--- src/rtl/spm_boot_loader_if.sv ---
// Load/memory-write bundle between the host loader, spm_boot_loader and the core's word memory.
interface spm_boot_loader_if #(
  parameter int WORD_SIZE  = 8,
  parameter int ADDR_WIDTH = 8
);
  logic                  ld_valid;
  logic                  ld_ready;
  logic [ADDR_WIDTH-1:0] ld_addr;
  logic [WORD_SIZE-1:0]  ld_data;
  logic                  ld_last;
  logic                  mem_we;
  logic [ADDR_WIDTH-1:0] mem_addr;
  logic [WORD_SIZE-1:0]  mem_wdata;

  modport master (
    output ld_valid, ld_addr, ld_data, ld_last,
    input  ld_ready, mem_we, mem_addr, mem_wdata
  );

  modport slave (
    input  ld_valid, ld_addr, ld_data, ld_last,
    output ld_ready, mem_we, mem_addr, mem_wdata
  );
endinterface

--- src/rtl/spm_boot_loader.sv ---
// Boot sequencer for RISC_SPM: memory flush, program load, run supervision with HALT detect.
// Define SPM_BOOT_WDOG_EN to enable the run watchdog (TIMEOUT); otherwise RUN ends only on HALT or rst.
module spm_boot_loader #(
  parameter int         WORD_SIZE   = 8,
  parameter int         ADDR_WIDTH  = 8,
  parameter logic [3:0] HALT_OPCODE = 4'b1111,
  parameter int         WDOG_CYCLES = 3000
) (
  input  logic                 clk,
  input  logic                 rst,
  input  logic                 start,
  spm_boot_loader_if.slave     bus,
  input  logic [WORD_SIZE-1:0] instr,
  output logic                 core_rst_n,
  output logic                 busy,
  output logic                 halted,
  output logic                 timeout,
  output logic [15:0]          cycle_count
);

  typedef enum logic [2:0] {IDLE, FLUSH, LOAD, SETTLE, RUN, HALTED, TIMEOUT} state_e;

  localparam logic [ADDR_WIDTH-1:0] LAST_ADDR = '1;
  localparam logic [15:0]           WDOG_LAST = 16'(WDOG_CYCLES - 1);

  state_e                state_q, state_d;
  logic                  ld_ready_q, ld_ready_d;
  logic                  mem_we_q, mem_we_d;
  logic [ADDR_WIDTH-1:0] mem_addr_q, mem_addr_d;
  logic [WORD_SIZE-1:0]  mem_wdata_q, mem_wdata_d;
  logic                  core_rst_n_q, core_rst_n_d;
  logic                  busy_q, busy_d;
  logic                  halted_q, halted_d;
  logic                  timeout_q, timeout_d;
  logic [15:0]           cnt_q, cnt_d;

  logic ld_fire, is_halt, wdog_hit;

  assign ld_fire = bus.ld_valid & ld_ready_q;
  assign is_halt = (instr[WORD_SIZE-1 -: 4] == HALT_OPCODE);

`ifdef SPM_BOOT_WDOG_EN
  assign wdog_hit = (cnt_q >= WDOG_LAST);
`else
  assign wdog_hit = 1'b0;
`endif

  // state register
  always_ff @(posedge clk or posedge rst) begin
    if (rst) state_q <= IDLE;
    else     state_q <= state_d;
  end

  // next state
  always_comb begin
    state_d = state_q;
    case (state_q)
      IDLE, HALTED, TIMEOUT: if (start) state_d = FLUSH;
      FLUSH:  if (mem_addr_q == LAST_ADDR) state_d = LOAD;
      LOAD:   if (ld_fire && bus.ld_last) state_d = SETTLE;
      // first SETTLE cycle still carries the last load write; the second is the quiet one
      SETTLE: if (!mem_we_q) state_d = RUN;
      RUN: begin
        if (is_halt)       state_d = HALTED;
        else if (wdog_hit) state_d = TIMEOUT;
      end
      default: state_d = IDLE;
    endcase
  end

  // outputs, computed one cycle ahead so every port is a flop
  always_comb begin
    ld_ready_d   = (state_d == LOAD);
    busy_d       = (state_d == FLUSH) || (state_d == LOAD) || (state_d == SETTLE) || (state_d == RUN);
    core_rst_n_d = (state_d == RUN);
    mem_we_d     = 1'b0;
    mem_addr_d   = mem_addr_q;
    mem_wdata_d  = mem_wdata_q;
    halted_d     = halted_q;
    timeout_d    = timeout_q;
    cnt_d        = cnt_q;
    case (state_q)
      IDLE, HALTED, TIMEOUT: begin
        if (start) begin
          mem_we_d    = 1'b1;
          mem_addr_d  = '0;
          mem_wdata_d = '0;
          halted_d    = 1'b0;
          timeout_d   = 1'b0;
          cnt_d       = '0;
        end
      end
      FLUSH: begin
        if (mem_addr_q != LAST_ADDR) begin
          mem_we_d   = 1'b1;
          mem_addr_d = mem_addr_q + 1'b1;
        end
      end
      LOAD: begin
        if (ld_fire) begin
          mem_we_d    = 1'b1;
          mem_addr_d  = bus.ld_addr;
          mem_wdata_d = bus.ld_data;
        end
      end
      RUN: begin
        if (is_halt)               halted_d  = 1'b1;
        else if (wdog_hit)         timeout_d = 1'b1;
        else if (cnt_q != 16'hFFFF) cnt_d    = cnt_q + 16'd1;
      end
      default: ;
    endcase
  end

  always_ff @(posedge clk or posedge rst) begin
    if (rst) begin
      ld_ready_q   <= 1'b0;
      mem_we_q     <= 1'b0;
      mem_addr_q   <= '0;
      mem_wdata_q  <= '0;
      core_rst_n_q <= 1'b0;
      busy_q       <= 1'b0;
      halted_q     <= 1'b0;
      timeout_q    <= 1'b0;
      cnt_q        <= '0;
    end else begin
      ld_ready_q   <= ld_ready_d;
      mem_we_q     <= mem_we_d;
      mem_addr_q   <= mem_addr_d;
      mem_wdata_q  <= mem_wdata_d;
      core_rst_n_q <= core_rst_n_d;
      busy_q       <= busy_d;
      halted_q     <= halted_d;
      timeout_q    <= timeout_d;
      cnt_q        <= cnt_d;
    end
  end

  assign bus.ld_ready  = ld_ready_q;
  assign bus.mem_we    = mem_we_q;
  assign bus.mem_addr  = mem_addr_q;
  assign bus.mem_wdata = mem_wdata_q;
  assign core_rst_n    = core_rst_n_q;
  assign busy          = busy_q;
  assign halted        = halted_q;
  assign timeout       = timeout_q;
  assign cycle_count   = cnt_q;

endmodule
--- src/flat_wrapper.sv ---
// flat-port wrapper written by rule: the top's interface ports become plain ports
module spm_boot_loader_flat 
#(
  parameter int         WORD_SIZE   = 8,
  parameter int         ADDR_WIDTH  = 8,
  parameter logic [3:0] HALT_OPCODE = 4'b1111,
  parameter int         WDOG_CYCLES = 3000
)
  (clk, rst, start, instr, core_rst_n, busy, halted, timeout, cycle_count, bus_ld_valid, bus_ld_addr, bus_ld_data, bus_ld_last, bus_ld_ready, bus_mem_we, bus_mem_addr, bus_mem_wdata);
  spm_boot_loader_if #(.WORD_SIZE(WORD_SIZE), .ADDR_WIDTH(ADDR_WIDTH)) bus_i ();
  input  logic clk;
  input  logic rst;
  input  logic start;
  input  logic [WORD_SIZE-1:0] instr;
  output logic core_rst_n;
  output logic busy;
  output logic halted;
  output logic timeout;
  output logic [15:0] cycle_count;
  input wire logic [$bits(bus_i.ld_valid)-1:0] bus_ld_valid;
  input wire logic [$bits(bus_i.ld_addr)-1:0] bus_ld_addr;
  input wire logic [$bits(bus_i.ld_data)-1:0] bus_ld_data;
  input wire logic [$bits(bus_i.ld_last)-1:0] bus_ld_last;
  output wire logic [$bits(bus_i.ld_ready)-1:0] bus_ld_ready;
  output wire logic [$bits(bus_i.mem_we)-1:0] bus_mem_we;
  output wire logic [$bits(bus_i.mem_addr)-1:0] bus_mem_addr;
  output wire logic [$bits(bus_i.mem_wdata)-1:0] bus_mem_wdata;
  assign bus_i.ld_valid = bus_ld_valid;
  assign bus_i.ld_addr = bus_ld_addr;
  assign bus_i.ld_data = bus_ld_data;
  assign bus_i.ld_last = bus_ld_last;
  assign bus_ld_ready = bus_i.ld_ready;
  assign bus_mem_we = bus_i.mem_we;
  assign bus_mem_addr = bus_i.mem_addr;
  assign bus_mem_wdata = bus_i.mem_wdata;
  spm_boot_loader #(.WORD_SIZE(WORD_SIZE), .ADDR_WIDTH(ADDR_WIDTH), .HALT_OPCODE(HALT_OPCODE), .WDOG_CYCLES(WDOG_CYCLES)) u_core (.clk(clk), .rst(rst), .start(start), .bus(bus_i), .instr(instr), .core_rst_n(core_rst_n), .busy(busy), .halted(halted), .timeout(timeout), .cycle_count(cycle_count));
endmodule
--- config.mk ---
export PLATFORM = sky130hd
export DESIGN_NAME = spm_boot_loader_flat
export DESIGN_NICKNAME = d
export VERILOG_FILES = /design/src/rtl/spm_boot_loader_if.sv /design/src/rtl/spm_boot_loader.sv /design/src/flat_wrapper.sv
export SDC_FILE = /design/constraint.sdc
export NUM_CORES = 1
export LEC_CHECK = 0
export BUFFER_PORTS_ARGS = -buffer_cell sky130_fd_sc_hd__buf_2
export CAP_MARGIN = 20
export CORE_ASPECT_RATIO = 0.7
export CORE_MARGIN = 2
export CORE_UTILIZATION = 50
export CTS_CLUSTER_SIZE = 10
export DETAILED_ROUTE_END_ITERATION = 7
export GPL_TIMING_DRIVEN = 0
export PLACE_DENSITY = 0.89
export SYNTH_ARGS = -nofsm -noshare
export SYNTH_HDL_FRONTEND = slang
export SYNTH_SLANG_ARGS = --single-unit
--- constraint.sdc ---
create_clock -name clk -period 5.5 [get_ports clk]
set_input_delay 1.1 -clock clk [delete_from_list [all_inputs] [get_ports clk]]
set_output_delay 1.1 -clock clk [all_outputs]
set_load 0.02 [all_outputs]
==> metrics.txt, run 1 <==
global-route wire length before repair 8600 µm; drt first-iter violations 125; vias in the first global route 1824; hold path depth 2; largest net degree at the start of global routing 41; Clock Tree Buf Depth 2; CTS tree yes; critical path depth 8; Max VDD drop 0.000182 V; Core Footprint 4020 µm²; status finished, final reports clean; Vias 2040; clock skew 0.00624 ns; switching portion of total power 33.9%; static leakage 1.26 nW; Crit Path Category input port to register; final hold violations 0; Vias/cell 5.86; CP bufs+invs 3; f_max 373 MHz; Slew HR 39.5%; Worst Reg-to-Reg Cells 7; CTS Hold Buffers Added 0; Setup TNS Final 0 ns; mean area per synthesized cell 9.49 µm²; total power 0.000747 W; top cells by count, synth dfrtp_1 (40), o21ai_0 (21), nand2_1 (19); worst endpoint data arrival time 2.90 ns; Post-Place Cell Area 2520 µm²; Final WS setup 2.82 ns; Flop pwr share 48.3%; layout net count 326; Worst Path Required 5.72 ns; Worst-Skew Late Latency 0.30 ns; Detail Route Antenna Nets 0; Root Buffer clkbuf_8; CP startpoint kind input port; Slew @ Worst Pin 0.900 ns; delay-heaviest family, CP compound AO/OA/AOI/OAI gates; share of cells above drive strength 1 28.4%; DR WL/cell 15.1 µm; post-CTS sizing 0; fin util 65.1%; Mapped Area 2150 µm²; Multi-input gate area 1040 µm²; DRC 0; gpl congestion 0.803; largest area contributor in the netlist dfrtp_1; most frequent CP cell clkbuf_1; setup violators final 0; internal power 0.000494 W; Reg clk slew, reported paths 0.08 ns; Max Cap Viol 0; Post-Syn Nets 258; Total Routing Usage GR 23.4%; pre-CTS setup slack 2.57 ns; top-count cell post-synth dfrtp_1; initial antenna violation count 0; Post-synth EDFFs 0; postcts setup bufs 0; drt pass-1 iters 4; Largest stage delay, worst path 0.51 ns; drt total wl 5260 µm; global route overflow 0; gate count of the mapped netlist 227; clock power share 27.5%; max-slew violation count 0; n_diodes 0; CP max FO 10; synth unique cells 51; post-DP HPWL 3720 µm; clock sink count 40; final worst-path cycle share 48.7%; HP Class register to register; area share of the largest cell type after synthesis 46.5%; Die Span X 82.4 µm; Starting Density 53.6%; Top FF cell, synth dfrtp_1; area growth from synthesis to layout 21.5%; synthesized flop and latch total 40; CTS buffer count 5; Die ar. 4860 µm²; post-layout min period 2.68 ns; Fillers 350; worst-path cell chain buf_2 -> clkbuf_1 -> a21boi_0 -> a222oi_1 -> a22oi_1 -> clkbuf_1 -> a21oi_1 -> o22ai_1; H-tree depth 2; Gate power share 24.1%; final instance area 2620 µm²; RSZ-0062 raised after global routing no; sequential cell area 1000 µm²; Pwr per Cell Area 286 nW/µm²; Syn. warnings 0; register area share after synthesis 46.5%; # rows 19; main area contributors after synthesis dfrtp_1 (46%), o21ai_0 (4.9%), a22o_1 (3.7%), nand2_1 (3.3%), nor2_1 (3.1%); Async SR Flop Fraction 100%; P_sw 0.000253 W; number of port buffers 61; Die Height 58.9 µm; CP Capture Type register; slowest CP cell a22oi_1; I/O pin count 67
==> worst min-delay path, cell delays in order, from the launching register on <==
cell and delay (ns):
dfrtp_1 0.34, nand2_1 0.05, o21ai_0 0.07
==> final cells by class <==
type,instances,share of cell area (%)
timing repair buffer,61,11.7
inverter,7,1.00
clock buffer,6,3.16
sequential,40,38.3
buffer,13,3.35
clock inverter,2,0.383
tap,52,2.49
multi-input combinational,167,39.7
==> cells in the final DEF, fill, tap and decap left out, types with 4 or more instances in the layout <==
| cell | instances |
|---|---|
| buf_2 | 63 |
| inv_1 | 6 |
| nand3_1 | 11 |
| dfrtp_1 | 40 |
| clkbuf_8 | 7 |
| a22oi_1 | 6 |
| o31ai_1 | 4 |
| nand2b_1 | 5 |
| and3_1 | 5 |
| clkbuf_1 | 6 |
| nand4_1 | 5 |
| nor3_1 | 6 |
| a22o_1 | 9 |
| nand2_1 | 19 |
| a21oi_1 | 10 |
| o21ai_0 | 21 |
| nor2_1 | 18 |
==> registers in the layout, indices dropped and copies added (netlist names) <==
register and cells:
u_core.cycle_count 16, u_core.bus.mem_addr 8, u_core.busy 1, u_core.bus.mem_we 1, u_core.bus.mem_wdata 8, u_core.bus.ld_ready 1, u_core.halted 1, u_core.core_rst_n 1
u_core.state_q 3
==> metal layers <==
metal  GRT usage (%)  part of all wire [%]
met4            6.43                  0.76
met1            32.5                    45
met2            37.3                    47
met5               0                     0
met3            4.91                   7.0
==> power by group through the flow <==
stage	sequential (W)	clock (W)	combinational [W]
after global placement	0.000363	0	0.000175
final	0.000361	0.000206	0.000180
after detailed placement	0.000365	0	0.000180
after global routing	0.000367	0.000222	0.000199
after floorplan	0.000395	0	0.0000866
after CTS	0.000360	0.000207	0.000181
==> through the flow <==
step	hold WS (ns)	std cells
3_3_place_gp	0.465	340
3_5_place_dp	0.473	340
2_1_floorplan	0.590	227
4_1_cts	0.491	348
6_report	0.488	348
5_1_grt	0.521	348
==> logic make-up after synthesis <==
group | share of synthesized area, %
compound gates | 22.7
xor+xnor | 1.63
fa+ha+maj | 1.16
buf+inv | 5.29
flops | 46.5
mux | 1.92
other cells | 0.174
simple gates | 20.7
==> final timing paths <==
kind / start / endpoint / slack [ns]
hold / removal: u_core.halted / u_core.halted / 0.49
max in group asynchronous: rst / u_core.core_rst_n / 4.03
setup reg to reg: u_core.cycle_count[9] / u_core.cycle_count[6] / 3.32
hold reg to reg: u_core.halted / u_core.halted / 0.49
min in group asynchronous: rst / u_core.bus.mem_wdata[5] / 0.96
setup / recovery: start / u_core.bus.mem_addr[3] / 2.82
No activity file was read; power rests on OpenSTA's default activity.
==> inputs of run 2 (changes only) <==
--- a/config.mk
+++ b/config.mk
@@ -9,11 +9,11 @@
 export CAP_MARGIN = 20
 export CORE_ASPECT_RATIO = 0.7
 export CORE_MARGIN = 2
-export CORE_UTILIZATION = 50
+export CORE_UTILIZATION = 46
 export CTS_CLUSTER_SIZE = 10
 export DETAILED_ROUTE_END_ITERATION = 7
 export GPL_TIMING_DRIVEN = 0
-export PLACE_DENSITY = 0.89
+export PLACE_DENSITY = 0.87
 export SYNTH_ARGS = -nofsm -noshare
 export SYNTH_HDL_FRONTEND = slang
 export SYNTH_SLANG_ARGS = --single-unit
==> constraint.sdc (replaced) <==
create_clock -name clk -period 2.4 [get_ports clk]
set_input_delay 0.48 -clock clk [delete_from_list [all_inputs] [get_ports clk]]
set_output_delay 0.48 -clock clk [all_outputs]
set_load 0.02 [all_outputs]
==> run 2 against run 1 <==
Net effect: hold slack got worse by 0.15 ns; setup slack got worse by 2.6 ns; routed wire length increased by 0.17%; largest cell class unchanged.
==> metrics.txt, run 2 (same netlist as run 1, synthesis figures left out) <==
CTS tree yes; Vias/cell 5.82; I/O pin count 67; Die Span X 85.8 µm; delay-heaviest family, CP compound AO/OA/AOI/OAI gates; Largest stage delay, worst path 0.49 ns; Root Buffer clkbuf_8; postcts setup bufs 0; Max Cap Viol 0; static leakage 1.27 nW; CP Capture Type register; layout net count 326; Die ar. 5250 µm²; final hold violations 0; Crit Path Category register to register; Core Footprint 4430 µm²; post-CTS sizing 0; H-tree depth 2; Starting Density 48.6%; worst endpoint data arrival time 2.35 ns; most common cell after layout, fill and taps aside buf_2; initial antenna violation count 0; share of cells above drive strength 1 28.4%; fin util 59.7%; n_diodes 0; area growth from synthesis to layout 22.7%; Non-Filler Instances 351; HP Class input port to asynchronous set/reset pin; drt first-iter violations 228; CTS buffer count 5; Detail Route Antenna Nets 0; Slew HR 42.2%; vias in the first global route 1782; clock sink count 40; max-slew violation count 0; Worst Path Required 2.56 ns; placed insts 343; slowest CP cell a22oi_1; post-layout min period 2.19 ns; CP startpoint kind register; Fillers 396; Clock Tree Buf Depth 2; Pwr per Cell Area 684 nW/µm²; drt total wl 5260 µm; commonest cells after routing, fill and taps aside buf_2 (63), dfrtp_1 (40), o21ai_0 (21), nand2_1 (19), nor2_1 (18); Worst-Skew Late Latency 0.29 ns; Reg clk slew, reported paths 0.08 ns; global route overflow 0; clock skew 0.00344 ns; RSZ-0062 raised after global routing no; worst-path cell chain ha_1 -> and3_1 -> nand2_1 -> a22oi_1 -> clkbuf_1 -> o21ai_0; DRC 0; drt pass-1 iters 6; Vias 2044; Die Height 61.2 µm; status finished, final reports clean; CP max FO 10; Worst Setup SP u_core.bus.mem_addr[0]; CTS Hold Buffers Added 0; post-DP HPWL 3890 µm; global-route wire length before repair 8540 µm; Setup TNS Final 0 ns; gpl congestion 0.854; setup violators final 0; Total Routing Usage GR 21.2%; Slew @ Worst Pin 0.860 ns; Max VDD drop 0.000337 V; DR WL/cell 15.0 µm; number of port buffers 61; max FFs per register 16; CP bufs+invs 1; f_max 456 MHz; final worst-path cycle share 91.3%; R2R Path Start u_core.bus.mem_addr[0]; hold slack 0.341 ns; # rows 20; largest net degree at the start of global routing 41
==> run 2: cell type report <==
type                       count  area, µm²  area share (%)
timing repair buffer          61        305            11.6
buffer                        13       87.6            3.31
sequential                    40       1000            37.9
multi-input combinational    167       1040            39.3
clock buffer                   5       68.8            2.60
tap                           55       68.8            2.60
clock inverter                 3       46.3            1.75
inverter                       7       26.3           0.994
==> run 2: worst paths after layout <==
kind                                                end  cells past startpoint  slack (ns)
max in group asynchronous                   u_core.busy                      2        1.53
worst max register to register   u_core.bus.mem_addr[2]                      6        0.21
worst max-delay path             u_core.bus.mem_addr[2]                      6        0.21
worst min register to register  u_core.bus.mem_wdata[3]                      1        0.51
worst min-delay path              u_core.cycle_count[1]                      2        0.34
min in group clk                u_core.bus.mem_wdata[1]                      2        0.39
==> run 2: power breakdown <==
part | switching, W | internal [W] | total [W]
Clock | 0.000248 | 0.000313 | 0.000561
Combinational | 0.000260 | 0.000160 | 0.000420
Sequential | 0.0000841 | 0.000742 | 0.000827
Total | 0.000592 | 0.00122 | 0.00181
==> run 2: through the flow <==
stage / instance area (µm²) / setup WS (ns) / total power [W]
3_3_place_gp: 2530 / 0.116 / 0.00123
2_1_floorplan: 2150 / 0.391 / 0.00110
3_5_place_dp: 2530 / 0.0976 / 0.00126
6_report: 2640 / 0.208 / 0.00181
4_1_cts: 2640 / 0.272 / 0.00182
5_1_grt: 2640 / 0.00414 / 0.00191
==> run 2: routing by layer <==
metal,GRT usage [%],vias up,part of all wire [%]
met2,32.1,79,45
met4,7.48,0,1.0
met5,0,-,0
li1,-,984,-
met3,4.83,7,6.9
met1,30.4,974,47
